<file path="src/rtl/lc2k_pkg.sv">
// Shared opcode, state and mux-select encodings for the LC2K multi-cycle controller.
package lc2k_pkg;

    localparam logic [2:0] OP_ADD  = 3'd0;
    localparam logic [2:0] OP_NOR  = 3'd1;
    localparam logic [2:0] OP_LW   = 3'd2;
    localparam logic [2:0] OP_SW   = 3'd3;
    localparam logic [2:0] OP_BEQ  = 3'd4;
    localparam logic [2:0] OP_JALR = 3'd5;
    localparam logic [2:0] OP_HALT = 3'd6;
    localparam logic [2:0] OP_NOOP = 3'd7;

    typedef enum logic [2:0] {
        ST_FETCH  = 3'd0,
        ST_DECODE = 3'd1,
        ST_EXEC   = 3'd2,
        ST_MEM    = 3'd3,
        ST_WB     = 3'd4,
        ST_HALT   = 3'd5
    } state_t;

    localparam logic [1:0] PC_SRC_PLUS1  = 2'd0;
    localparam logic [1:0] PC_SRC_BRANCH = 2'd1;
    localparam logic [1:0] PC_SRC_REGA   = 2'd2;

    localparam logic [1:0] WD_ALU  = 2'd0;
    localparam logic [1:0] WD_MDR  = 2'd1;
    localparam logic [1:0] WD_PC1  = 2'd2;

    localparam logic WR_REG_B    = 1'b0;
    localparam logic WR_REG_DEST = 1'b1;

endpackage

</file>
<file path="src/rtl/lc2k_perf_counters.sv">
// Free-running cycle and retired-instruction counters; both wrap at 2^CNT_W.
module lc2k_perf_counters
    import lc2k_pkg::*;
#(
    parameter int unsigned CNT_W = 32
) (
    input  logic             clk,
    input  logic             reset,
    input  logic             count_cycle,
    input  logic             count_instr,
    output logic [CNT_W-1:0] cycle_cnt,
    output logic [CNT_W-1:0] instr_cnt
);

    always_ff @(posedge clk) begin
        if (reset) begin
            cycle_cnt <= '0;
            instr_cnt <= '0;
        end else begin
            if (count_cycle) cycle_cnt <= cycle_cnt + CNT_W'(1);
            if (count_instr) instr_cnt <= instr_cnt + CNT_W'(1);
        end
    end

endmodule

</file>
<file path="config.mk">
export PLATFORM = sky130hd
export DESIGN_NAME = lc2k_perf_counters
export DESIGN_NICKNAME = d
export VERILOG_FILES = /design/src/rtl/lc2k_pkg.sv /design/src/rtl/lc2k_perf_counters.sv
export SDC_FILE = /design/constraint.sdc
export NUM_CORES = 1
export LEC_CHECK = 0
export CAP_MARGIN = 40
export CORE_MARGIN = 3
export CORE_UTILIZATION = 50
export DETAILED_ROUTE_END_ITERATION = 16
export HOLD_SLACK_MARGIN = 0.06
export PLACE_DENSITY = 0.83
export SYNTH_ARGS = -nofsm -noshare
export SYNTH_HDL_FRONTEND = slang
export SYNTH_SLANG_ARGS = --single-unit
</file>
<file path="constraint.sdc">
create_clock -name clk -period 2.9 [get_ports clk]
set_clock_uncertainty 0.1 [all_clocks]
set_input_delay 0.58 -clock clk [delete_from_list [all_inputs] [get_ports clk]]
set_output_delay 0.58 -clock clk [all_outputs]
set_load 0.05 [all_outputs]
</file>
# Word-level counts from Yosys, hierarchy flattened
# Index checks and enable logic that the tools add are counted.
# classes
add_sub_neg,2
multipliers,0
div,0
magnitude_cmp,0
n_eq_ne,0
shifts,0
n_mux,0
bitwise_logic,0
n_reduce_logical,0
# ops
cell,n
$add A32 B1 Y32 const B,2
# word_totals
register_bits,64
latch_bits,0
mem_bits_rw,0
mem_bits_ro,0
word_cells,4
memories,0

# Depth between registers and ports, before layout
# depth
ltp_word,1
depth_mapped,7

# Worst setup path before layout
# No wires, ideal clock.
# synth_timing
kind,flip-flop to flip-flop
startpoint,register cycle_cnt[0]
endpoint,register cycle_cnt[30]
t_arrival_ns,2.361
t_required_ns,2.679
slack_ns,0.319
path_stages_with_launch,7
synth_period_minus_slack_ns,2.581
path_cell_list,dfxtp_1 ha_1 nand3_2 or4_1 buf_2 nor4_1 mux2_2
# synth_via
elab_chain_len,1
# synth_rtl
element,line,text
"start, declared",lc2k_perf_counters.sv:11,"output logic [CNT_W-1:0] cycle_cnt,"
"start signal, assigned",lc2k_perf_counters.sv:20,if (count_cycle) cycle_cnt <= cycle_cnt + CNT_W'(1);
$add A32 B1 Y32,lc2k_perf_counters.sv:20,
# No other way between the ends.
# A chain may end at the register's enable or synchronous reset.

==> results.json <==
{
  "run_status": "finished, final reports clean",
  "worst_hold_path_type": "flop to flop",
  "ys_dominant_reg_cell": "dfxtp_1",
  "timing.hold.worst.start": "instr_cnt[31]",
  "period_share_pct": 85.9,
  "rr_startpoint": "cycle_cnt[0]",
  "post-route-worst-setup-slack_ns": 0.410,
  "drt-vias-per-instance": 6.03,
  "post_cts.repair.setup_buffers": 0,
  "final.setup.tns_ns": 0,
  "leakagePower_uw": 0.00118,
  "worstSetupPathType": "input pin to flop",
  "flow.area_growth_from_synthesis_pct": 28.9,
  "total_power_uw": 1620,
  "timing_hold_violations_final": 0,
  "die_width_um": 83.7,
  "grt-ovfl-total": 0,
  "powerDensity_nw_per_um2": 416,
  "detailedPlacementHpwl_um": 5010,
  "worstPathRequired_ns": 3.06,
  "yosysWarnings": 0,
  "top_level_ports": 68,
  "number_of_drc_violations_after_detailed_routing_iteration_0": 165,
  "setup.worst_path.start_class": "input pin",
  "tritoncts": "built",
  "netlist_top_cells_count": "dfxtp_1, a21oi_1, nor2_1",
  "crit_path_arrival_time_ns": 2.65,
  "critical_path_peak_fanout": 17,
  "die_height_um": 83.7,
  "netlist_instances": 354,
  "ctsHtreeMaxLevel": 3,
  "groute.usage.overall_pct": 21.3,
  "ys_ff_latch": 64,
  "clock.fmax_mhz": 402,
  "synthesis.area_sq_um": 3020,
  "cts_resized": 0,
  "clk-insertion-delay-late_ns": 0.34,
  "synth_largest_area_cell": "dfxtp_1",
  "post_synth_num_cell_types": 31,
  "initial_utilization_pct": 53.2,
  "grt_max_degree": 42,
  "worst_slew_pin_slew_ns": 0.725,
  "num_rows": 27,
  "post-synth-top-area-fraction_pct": 42.4,
  "clock_path_buffers": 2,
  "antenna_violations_before_repair": 0,
  "die_area_sq_um": 7010,
  "layout-drive-gt1-share_pct": 5.73,
  "clock_tree.root_cell": "clkbuf_8",
  "cp-end-kind": "flop",
  "place_worst_setup_slack_ns": 0.0594,
  "final_antenna_net_count": 0,
  "most_used_standard_cell_by_instance_count_after_synthesis": "dfxtp_1",
  "post-route-drc-count": 0,
  "ir_worst_vdd_v": 0.000294,
  "post_dr_wirelength_cell_um": 14.6,
  "report.final.setup_viol": 0,
  "coreArea_sq_um": 5680,
  "synthTopCellsByArea": "dfxtp_1, or4_1, o31ai_1",
  "grt_pass1_wl_um": 12500,
  "rsz_0062_raised_after_global_routing": "no",
  "timing.max_slew.rel_slack_pct": 51.7,
  "route.vias.total": 2960,
  "timing_max_transition_violations_final": 0,
  "synth_area_per_cell_sq_um": 8.53,
  "cap_viol_max_count": 0,
  "numPortBuffers": 67,
  "synth-seq-area-share_pct": 42.4,
  "place_congestion": 0.782,
  "critPathLaunch": "count_cycle",
  "syn_nets": 360,
  "drt-pass1-iter-count": 4,
  "cts-hold-fix-buffers": 0,
  "vias_in_the_first_global_route": 2788,
  "n_antenna_cell": 0,
  "numClockSinks": 64,
  "clk_transition_reported_paths_ns": 0.07,
  "period_minus_slack_ns": 2.49,
  "final_nets": 423,
  "wl_um": 7180,
  "async_reset_ff_share_pct": 0,
  "tritoncts.num_buffers": 9,
  "synth_edf_count": 0
}
[metal layers]
metal,up-vias,part of all wire (%),track usage (%)
met5,-,0,0
met4,0,1.3,8.63
met3,9,7.1,6.91
met2,91,46,33.6
met1,1404,45,26.9
li1,1456,-,-
[worst max-delay path: stages]
cell and delay, ns:
clkdlybuf4s50_1 0.50, nand3_2 0.11, or4_1 0.56, buf_4 0.21
or4_1 0.51, a21oi_1 0.18
[flip-flops by register name, indices dropped and copies added (netlist names)]
name,flops
cycle_cnt,32
instr_cnt,32
[kinds of logic after synthesis]
| logic type | share of synthesized area (%) |
|---|---|
| AOI/OAI and AO/OA | 13.8 |
| xor gates and xnor gates | 6.96 |
| adders and majority gates | 0.829 |
| buffers and inverters | 3.56 |
| DFF | 42.4 |
| muxes | 1.78 |
| and+or+nand+nor | 30.6 |
[per-stage QoR]
step | util, % | hold slack [ns] | cells | cell area (sq um)
4_1_cts | 68.6 | 0.388 | 491 | 3890
5_1_grt | 68.6 | 0.412 | 491 | 3890
3_5_place_dp | 65.7 | 0.379 | 478 | 3730
2_1_floorplan | - | 0.604 | 354 | 3020
6_report | 68.6 | 0.383 | 491 | 3890
3_3_place_gp | 65.7 | 0.363 | 478 | 3730
[power breakdown]
part	internal [uW]	leakage [uW]	switching [uW]
clock network	341	0.0000842	316
registers	885	0.000516	8.05
logic	22.7	0.000580	46.5
total	1250	0.00118	371
[worst paths after layout]
| path | to | slack [ns] | cells past startpoint |
|---|---|---|---|
| max | cycle_cnt[24] | 0.41 | 6 |
| min | instr_cnt[31] | 0.38 | 2 |
| max reg2reg | cycle_cnt[24] | 0.49 | 6 |
| min reg2reg | instr_cnt[31] | 0.38 | 2 |
[cell type report]
cell class / count / area (sq um)
Tap cell: 72 / 90.1
Clock inverter: 1 / 5.00
Fill cell: 503 / 1780
Inverter: 7 / 26.3
Sequential cell: 64 / 1280
Clock buffer: 12 / 155
Timing Repair Buffer: 72 / 703
Multi-Input combinational cell: 263 / 1630
[cells in the final DEF (no fill, tap or decap), drive strengths merged]
master         Yosys  final
nand4             16     16
mux2               3      3
clkdlybuf4s50      0     66
and3               5      5
nand4b             1      1
a31o               1      1
nand3             21     21
or4b               1      1
inv                7      7
nor2              30     30
or3                9      9
mux2i              2      2
a21oi             35     35
nor2b              3      3
nor3               9      9
nor4b              1      1
clkinv             0      1
clkbuf            14     12
o41ai              1      1
and4              11     11
xnor2             13     13
nand2             23     23
o21ai              9      9
buf                6      6
or4               27     27
xor2              11     11
o31ai             24     24
nor4               2      2
ha                 2      2
dfxtp             64     64
and2               3      3
Power figures use the tool's default switching activity.
